<file path="config.mk">
export PLATFORM = sky130hd
export DESIGN_NAME = alu_operand_stage_flat
export DESIGN_NICKNAME = d
export VERILOG_FILES = /design/src/rtl/alu_operand_stage_if.sv /design/src/rtl/alu_operand_stage.sv /design/src/flat_wrapper.sv
export SDC_FILE = /design/constraint.sdc
export NUM_CORES = 1
export LEC_CHECK = 0
export CAP_MARGIN = 10
export CELL_PAD_IN_SITES_DETAIL_PLACEMENT = 0
export CELL_PAD_IN_SITES_GLOBAL_PLACEMENT = 2
export CORE_MARGIN = 2
export CORE_UTILIZATION = 27
export CTS_BUF_LIST = sky130_fd_sc_hd__clkbuf_4 sky130_fd_sc_hd__clkbuf_8 sky130_fd_sc_hd__clkbuf_16
export DETAILED_ROUTE_END_ITERATION = 10
export MAX_ROUTING_LAYER = met4
export PLACE_DENSITY = 0.91
export SLEW_MARGIN = 0
export SYNTH_ARGS = -nofsm -noshare
export SYNTH_HDL_FRONTEND = slang
export SYNTH_SLANG_ARGS = --single-unit
export TNS_END_PERCENT = 50
</file>
<file path="constraint.sdc">
create_clock -name clk -period 2.3 [get_ports clk]
set_clock_uncertainty 0.05 [all_clocks]
set_input_delay 0.69 -clock clk [delete_from_list [all_inputs] [get_ports clk]]
set_output_delay 0.69 -clock clk [all_outputs]
set_load 0.02 [all_outputs]
</file>
<file path="src/rtl/alu_operand_stage_if.sv">
// Handshake bundle for alu_operand_stage.
// Upstream channel: in_valid/in_ready plus decoded instruction fields and operand data.
// Downstream channel: out_valid/out_ready plus ALU operands, ALU select, rd and illegal flag.
// Modport slave is the stage itself; modport master is the surrounding pipeline.
interface alu_operand_stage_if #(
    parameter int unsigned XLEN = 32,
    parameter int unsigned RD_W = 5
);
    // Upstream
    logic            in_valid;
    logic            in_ready;
    logic [6:0]      opcode;
    logic [2:0]      funct3;
    logic            funct7_5;
    logic [XLEN-1:0] rs1_data;
    logic [XLEN-1:0] rs2_data;
    logic [XLEN-1:0] imm;
    logic [XLEN-1:0] pc;
    logic [RD_W-1:0] rd;
    // Downstream
    logic            out_valid;
    logic            out_ready;
    logic [XLEN-1:0] a;
    logic [XLEN-1:0] b;
    logic [3:0]      alu_sel;
    logic [RD_W-1:0] rd_out;
    logic            illegal;

    modport master (
        output in_valid, opcode, funct3, funct7_5, rs1_data, rs2_data, imm, pc, rd,
        output out_ready,
        input  in_ready, out_valid, a, b, alu_sel, rd_out, illegal
    );

    modport slave (
        input  in_valid, opcode, funct3, funct7_5, rs1_data, rs2_data, imm, pc, rd,
        input  out_ready,
        output in_ready, out_valid, a, b, alu_sel, rd_out, illegal
    );
endinterface

</file>
<file path="src/rtl/alu_operand_stage.sv">
// Registered ALU issue stage.
// Decodes RV32I OP / OP-IMM / LUI / AUIPC into an ALU select and operands a/b, and
// buffers the result in a 2-entry skid (main + skid) so in_ready can be registered
// while still sustaining one instruction per cycle.
// Ports:
//   clk    rising-edge clock
//   reset  synchronous active-low reset
//   flush  synchronous; drops main and skid entries
//   bus    alu_operand_stage_if.slave (upstream + downstream handshake channels)
module alu_operand_stage #(
    parameter int unsigned XLEN = 32,
    parameter int unsigned RD_W = 5
) (
    input  logic                  clk,
    input  logic                  reset,
    input  logic                  flush,
    alu_operand_stage_if.slave    bus
);
    // ALU select encoding shared with the ALU.
    localparam logic [3:0] ALU_NOP     = 4'd0;
    localparam logic [3:0] ALU_ADD     = 4'd1;
    localparam logic [3:0] ALU_SUB     = 4'd2;
    localparam logic [3:0] ALU_SLL     = 4'd3;
    localparam logic [3:0] ALU_SLT     = 4'd4;
    localparam logic [3:0] ALU_SLTU    = 4'd5;
    localparam logic [3:0] ALU_XOR     = 4'd6;
    localparam logic [3:0] ALU_SRL     = 4'd7;
    localparam logic [3:0] ALU_SRA     = 4'd8;
    localparam logic [3:0] ALU_OR      = 4'd9;
    localparam logic [3:0] ALU_AND     = 4'd10;
    localparam logic [3:0] ALU_INVALID = 4'd15;

    localparam logic [6:0] OPC_OP     = 7'b0110011;
    localparam logic [6:0] OPC_OP_IMM = 7'b0010011;
    localparam logic [6:0] OPC_LUI    = 7'b0110111;
    localparam logic [6:0] OPC_AUIPC  = 7'b0010111;

    // funct3 -> ALU select; alt picks SUB for 000 and SRA for 101.
    function automatic logic [3:0] f3_sel(input logic [2:0] f3, input logic alt);
        case (f3)
            3'b000:  f3_sel = alt ? ALU_SUB : ALU_ADD;
            3'b001:  f3_sel = ALU_SLL;
            3'b010:  f3_sel = ALU_SLT;
            3'b011:  f3_sel = ALU_SLTU;
            3'b100:  f3_sel = ALU_XOR;
            3'b101:  f3_sel = alt ? ALU_SRA : ALU_SRL;
            3'b110:  f3_sel = ALU_OR;
            default: f3_sel = ALU_AND;
        endcase
    endfunction

    logic [XLEN-1:0] dec_a, dec_b;
    logic [3:0]      dec_sel;
    logic            dec_illegal;
    logic            is_shift;

    always_comb begin
        dec_a       = '0;
        dec_b       = '0;
        dec_sel     = ALU_INVALID;
        dec_illegal = 1'b1;
        is_shift    = (bus.funct3 == 3'b001) || (bus.funct3 == 3'b101);
        case (bus.opcode)
            OPC_OP: begin
                // funct7[5] is only meaningful for ADD/SUB and SRL/SRA.
                if (!(bus.funct7_5 && bus.funct3 != 3'b000 && bus.funct3 != 3'b101)) begin
                    dec_a       = bus.rs1_data;
                    dec_b       = bus.rs2_data;
                    dec_sel     = f3_sel(bus.funct3, bus.funct7_5);
                    dec_illegal = 1'b0;
                end
            end
            OPC_OP_IMM: begin
                if (!(bus.funct3 == 3'b001 && bus.imm[10])) begin
                    dec_a       = bus.rs1_data;
                    dec_b       = is_shift ? {{(XLEN-5){1'b0}}, bus.imm[4:0]} : bus.imm;
                    // No SUBI: only the shift-right form honours the alt bit.
                    dec_sel     = f3_sel(bus.funct3, (bus.funct3 == 3'b101) && bus.imm[10]);
                    dec_illegal = 1'b0;
                end
            end
            OPC_LUI: begin
                dec_b       = bus.imm;
                dec_sel     = ALU_ADD;
                dec_illegal = 1'b0;
            end
            OPC_AUIPC: begin
                dec_a       = bus.pc;
                dec_b       = bus.imm;
                dec_sel     = ALU_ADD;
                dec_illegal = 1'b0;
            end
            default: ;
        endcase
    end

    logic            main_valid_q, skid_valid_q;
    logic [XLEN-1:0] main_a_q, main_b_q, skid_a_q, skid_b_q;
    logic [3:0]      main_sel_q, skid_sel_q;
    logic [RD_W-1:0] main_rd_q, skid_rd_q;
    logic            main_ill_q, skid_ill_q;
    logic            pop, push;

    assign pop  = main_valid_q && bus.out_ready;
    assign push = bus.in_valid && bus.in_ready;

    always_ff @(posedge clk) begin
        if (!reset) begin
            main_valid_q <= 1'b0;
            skid_valid_q <= 1'b0;
            main_a_q     <= '0;
            main_b_q     <= '0;
            main_sel_q   <= ALU_NOP;
            main_rd_q    <= '0;
            main_ill_q   <= 1'b0;
            skid_a_q     <= '0;
            skid_b_q     <= '0;
            skid_sel_q   <= ALU_NOP;
            skid_rd_q    <= '0;
            skid_ill_q   <= 1'b0;
        end else if (flush) begin
            main_valid_q <= 1'b0;
            skid_valid_q <= 1'b0;
        end else if (skid_valid_q) begin
            // in_ready is low here, so no push can coincide with the refill.
            if (pop) begin
                main_a_q     <= skid_a_q;
                main_b_q     <= skid_b_q;
                main_sel_q   <= skid_sel_q;
                main_rd_q    <= skid_rd_q;
                main_ill_q   <= skid_ill_q;
                skid_valid_q <= 1'b0;
            end
        end else if (!main_valid_q || pop) begin
            main_valid_q <= push;
            if (push) begin
                main_a_q   <= dec_a;
                main_b_q   <= dec_b;
                main_sel_q <= dec_sel;
                main_rd_q  <= bus.rd;
                main_ill_q <= dec_illegal;
            end
        end else if (push) begin
            skid_valid_q <= 1'b1;
            skid_a_q     <= dec_a;
            skid_b_q     <= dec_b;
            skid_sel_q   <= dec_sel;
            skid_rd_q    <= bus.rd;
            skid_ill_q   <= dec_illegal;
        end
    end

    // skid_valid_q is a flop, so in_ready is registered.
    assign bus.in_ready  = !skid_valid_q;
    assign bus.out_valid = main_valid_q;
    assign bus.a         = main_a_q;
    assign bus.b         = main_b_q;
    assign bus.alu_sel   = main_sel_q;
    assign bus.rd_out    = main_rd_q;
    assign bus.illegal   = main_ill_q;
endmodule

</file>
<file path="src/flat_wrapper.sv">
// flat-port wrapper written by rule: the top's interface ports become plain ports
module alu_operand_stage_flat 
#(
    parameter int unsigned XLEN = 32,
    parameter int unsigned RD_W = 5
)
  (clk, reset, flush, bus_in_valid, bus_opcode, bus_funct3, bus_funct7_5, bus_rs1_data, bus_rs2_data, bus_imm, bus_pc, bus_rd, bus_out_ready, bus_in_ready, bus_out_valid, bus_a, bus_b, bus_alu_sel, bus_rd_out, bus_illegal);
  alu_operand_stage_if #(.XLEN(XLEN), .RD_W(RD_W)) bus_i ();
  input  logic clk;
  input  logic reset;
  input  logic flush;
  input wire logic [$bits(bus_i.in_valid)-1:0] bus_in_valid;
  input wire logic [$bits(bus_i.opcode)-1:0] bus_opcode;
  input wire logic [$bits(bus_i.funct3)-1:0] bus_funct3;
  input wire logic [$bits(bus_i.funct7_5)-1:0] bus_funct7_5;
  input wire logic [$bits(bus_i.rs1_data)-1:0] bus_rs1_data;
  input wire logic [$bits(bus_i.rs2_data)-1:0] bus_rs2_data;
  input wire logic [$bits(bus_i.imm)-1:0] bus_imm;
  input wire logic [$bits(bus_i.pc)-1:0] bus_pc;
  input wire logic [$bits(bus_i.rd)-1:0] bus_rd;
  input wire logic [$bits(bus_i.out_ready)-1:0] bus_out_ready;
  output wire logic [$bits(bus_i.in_ready)-1:0] bus_in_ready;
  output wire logic [$bits(bus_i.out_valid)-1:0] bus_out_valid;
  output wire logic [$bits(bus_i.a)-1:0] bus_a;
  output wire logic [$bits(bus_i.b)-1:0] bus_b;
  output wire logic [$bits(bus_i.alu_sel)-1:0] bus_alu_sel;
  output wire logic [$bits(bus_i.rd_out)-1:0] bus_rd_out;
  output wire logic [$bits(bus_i.illegal)-1:0] bus_illegal;
  assign bus_i.in_valid = bus_in_valid;
  assign bus_i.opcode = bus_opcode;
  assign bus_i.funct3 = bus_funct3;
  assign bus_i.funct7_5 = bus_funct7_5;
  assign bus_i.rs1_data = bus_rs1_data;
  assign bus_i.rs2_data = bus_rs2_data;
  assign bus_i.imm = bus_imm;
  assign bus_i.pc = bus_pc;
  assign bus_i.rd = bus_rd;
  assign bus_i.out_ready = bus_out_ready;
  assign bus_in_ready = bus_i.in_ready;
  assign bus_out_valid = bus_i.out_valid;
  assign bus_a = bus_i.a;
  assign bus_b = bus_i.b;
  assign bus_alu_sel = bus_i.alu_sel;
  assign bus_rd_out = bus_i.rd_out;
  assign bus_illegal = bus_i.illegal;
  alu_operand_stage #(.XLEN(XLEN), .RD_W(RD_W)) u_core (.clk(clk), .reset(reset), .flush(flush), .bus(bus_i));
endmodule
</file>
==> results.ini <==
[pwr]
power.density_nw_per_um2=629
ir_worst_vdd_uv=451
p_leak_nw=3.64

[cells_and_area]
fin_cells=1348
syn_to_final_growth_pct=53.7
drive_above_1_share=0.124
finalNetCount=1153
fillers=2489

[hold_path]
worstHoldPathCells=1
holdPathEnd=u_core.skid_b_q[23]
hold_class=flip-flop to flip-flop
worstHoldStart=u_core.skid_b_q[23]

[synthesis]
async_reset_ff_frac=0
yosysSeqAreaShare=0.429
yosys.area_share.simple=0.123
syn_inst=774
synth_cell_type_count=52
synth_fa_ha_area_frac=0
synth_seq_cells=150
synth_top_family_by_area=compound AO/OA/AOI/OAI gates
syn_avg_cell_area_um2=9.03
synth-edff-count=0
synthMuxAreaShare=0.0202
synth_fp_nets=923
syn-cell-area_um2=6990
yosys.area_share.xor_xnor=0
synth-main-ff-cell=dfxtp_1
synth-compound-area-share=0.366
ys_warn_count=0

[sta]
slew_headroom=0.644
worst_pin_slew_ps=534
report.final.slew_viol_count=0
timing.hold.ws_ps=416
clock.fmax_ghz=0.454
rsz0062_at_grt=false
period_minus_slack_ps=2200
fin_crit_sh=0.958
tns_ps=0
hold_viol_final=0
setup_violations=0

[worst_setup_path]
r2r_start=u_core.skid_valid_q
worstPathCellList=clkdlybuf4s50_1
cp_top_family=buffers and inverters
cp.arrival_ps=1460
endpoint_kind=primary output
timing.reg2reg.setup_slack_ps=430
slowest_delay_ps=640
reg2reg_to=u_core.bus.a[1]
required_ps=1560
slowest_stage=clkdlybuf4s50_1
critical_path_class=flip-flop to primary output
worstSetupPathDepth=1
r2r_cells=5
critPathLaunchType=flip-flop
cp_max_fo=6
worst-path-buf-inv=1

[drt]
wire_per_inst_um=18.2
via_count=7157
drt-total-wl_mm=24.5
drt_first_pass_iters=4
drcViolationCount=0
drtIter0Drc=429
final_antenna_net_count=0
viasPerCell=5.31

[global_routing]
grt_pass1_wl_mm=38.4
grt_max_degree=53
grt_usage=0.186
antenna_found_initial=1
grt_pass1_vias=7028
grt-ovfl-total=0

[cts]
clockBufferDepth=2
clk_latency_ps=420
cts_sinks=150
h-tree-depth=4
hold_buffers=0
cts_tree=built
root_buffer=clkbuf_16
clkTransAtPathRegs_ps=70
cts-buffers-inserted=17

[floorplan]
fp.dieH_um=165
io_pins=225
die_x_um=165
rows=58
core_um2=25300
initial_core_util=0.276
die_area_um2=27200

[status]
status=completed

[place]
hpwlAfterDp_mm=17.0
port_buffers=224
post-place-cells=1315
gp_congestion=0.825

[run]
cap_violations=0

-- cell type report --
type | instances | area [um^2] | share of cell area
multi-input combinational | 528 | 3610 | 0.336
inverter | 8 | 30.0 | 0.00279
clock inverter | 15 | 188 | 0.0175
sequential | 150 | 3010 | 0.280
timing repair buffer | 299 | 3070 | 0.286
tap | 330 | 413 | 0.0384
clock buffer | 17 | 425 | 0.0396
antenna | 1 | 2.50 | 0.000233
-- repair_timing --
item	CTS	global route
endpoints found under the setup margin	1	0
resized for setup	1	0
buffers inserted	0	0
-- per-stage QoR --
stage | setup WS, ps | total power, mW | util | cell area (um^2)
floorplan | 134 | 3.31 | - | 6990
global placement | -298 | 4.00 | 0.400 | 10100
detailed placement | -327 | 4.01 | 0.400 | 10100
CTS | 72.6 | 6.85 | 0.424 | 10700
global route | 26.5 | 7.04 | 0.424 | 10700
finish | 97.0 | 6.76 | 0.424 | 10700
-- worst max-delay path by stage --
stage,endpoint,start
finish,bus_out_valid,u_core.bus.out_valid
global route,u_core.bus.a[24],bus_imm[10]
CTS,bus_out_valid,u_core.bus.out_valid
detailed placement,u_core.bus.b[30],bus_opcode[5]
global placement,u_core.bus.a[20],bus_out_ready
floorplan,u_core.bus.b[15],bus_opcode[2]
-- layer usage --
layer  up-vias  share of wire  GRT usage
met5         -              0          -
met4         0          0.018     0.0652
met3        23          0.047     0.0324
met2       204           0.48      0.297
met1      3430           0.46      0.237
li1       3500              -          -
-- synth_stat cells, types with 3 or more instances --
cell       count  area [um^2]
clkbuf_1      62          233
o21ai_1        4         20.0
a41oi_1       32          280
nor2b_1        6         37.5
nand2_1        9         33.8
buf_2         16         80.1
o2bb2ai_1     64          561
dfxtp_1      150         3000
nand3_1       61          305
buf_1          3         11.3
o21ai_0       72          360
inv_1          6         22.5
a31oi_1       37          231
mux2i_1       13          130
a211oi_1      70          526
buf_6          6         67.6
nand4_1        4         25.0
a21oi_1       32          160
nand2b_1       8         50.1
and2_1        33          206
nor2_1        14         52.6
nor3_1         3         15.0
a22oi_1       32          240
-- state kept, by name, summed over array words and instances, names as in the netlist --
name,flops
u_core.bus.alu_sel,4
u_core.bus.illegal,1
u_core.skid_b_q,32
u_core.skid_sel_q,4
u_core.bus.rd_out,5
u_core.skid_rd_q,5
u_core.skid_a_q,32
u_core.skid_valid_q,1
u_core.skid_ill_q,1
u_core.bus.out_valid,1
u_core.bus.b,32
u_core.bus.a,32
-- kinds of logic (layout without fill, tap and decap cells) --
family | after synthesis | after routing
other | 0 | 1
buffers and inverters | 96 | 339
muxes | 14 | 14
DFF | 150 | 150
AOI/OAI and AO/OA | 361 | 361
and+or+nand+nor | 153 | 153
-- report_power, final --
part	internal, mW	leakage (nW)	total, mW	switching [mW]
Combinational	0.630	2.12	1.22	0.589
Sequential	2.68	1.22	2.73	0.0461
Clock	1.48	0.294	2.81	1.34
-- cell usage in the layout, fill, tap and decap left out, types with 8 or more instances in the layout --
cell type        synthesis  layout
clkdlybuf4s50_1          0     222
dfxtp_1                150     149
o21ai_0                 72      72
a211oi_1                70      70
o2bb2ai_1               64      64
nand3_1                 61      60
buf_4                    1      53
a31oi_1                 37      37
and2_1                  33      33
a41oi_1                 32      32
a21oi_1                 32      32
a22oi_1                 32      32
buf_12                   0      22
clkbuf_16                0      17
nor2_1                  14      13
mux2i_1                 13      13
nand2_1                  9       9
nand2b_1                 8       8
(Power assumes the default switching activity.)
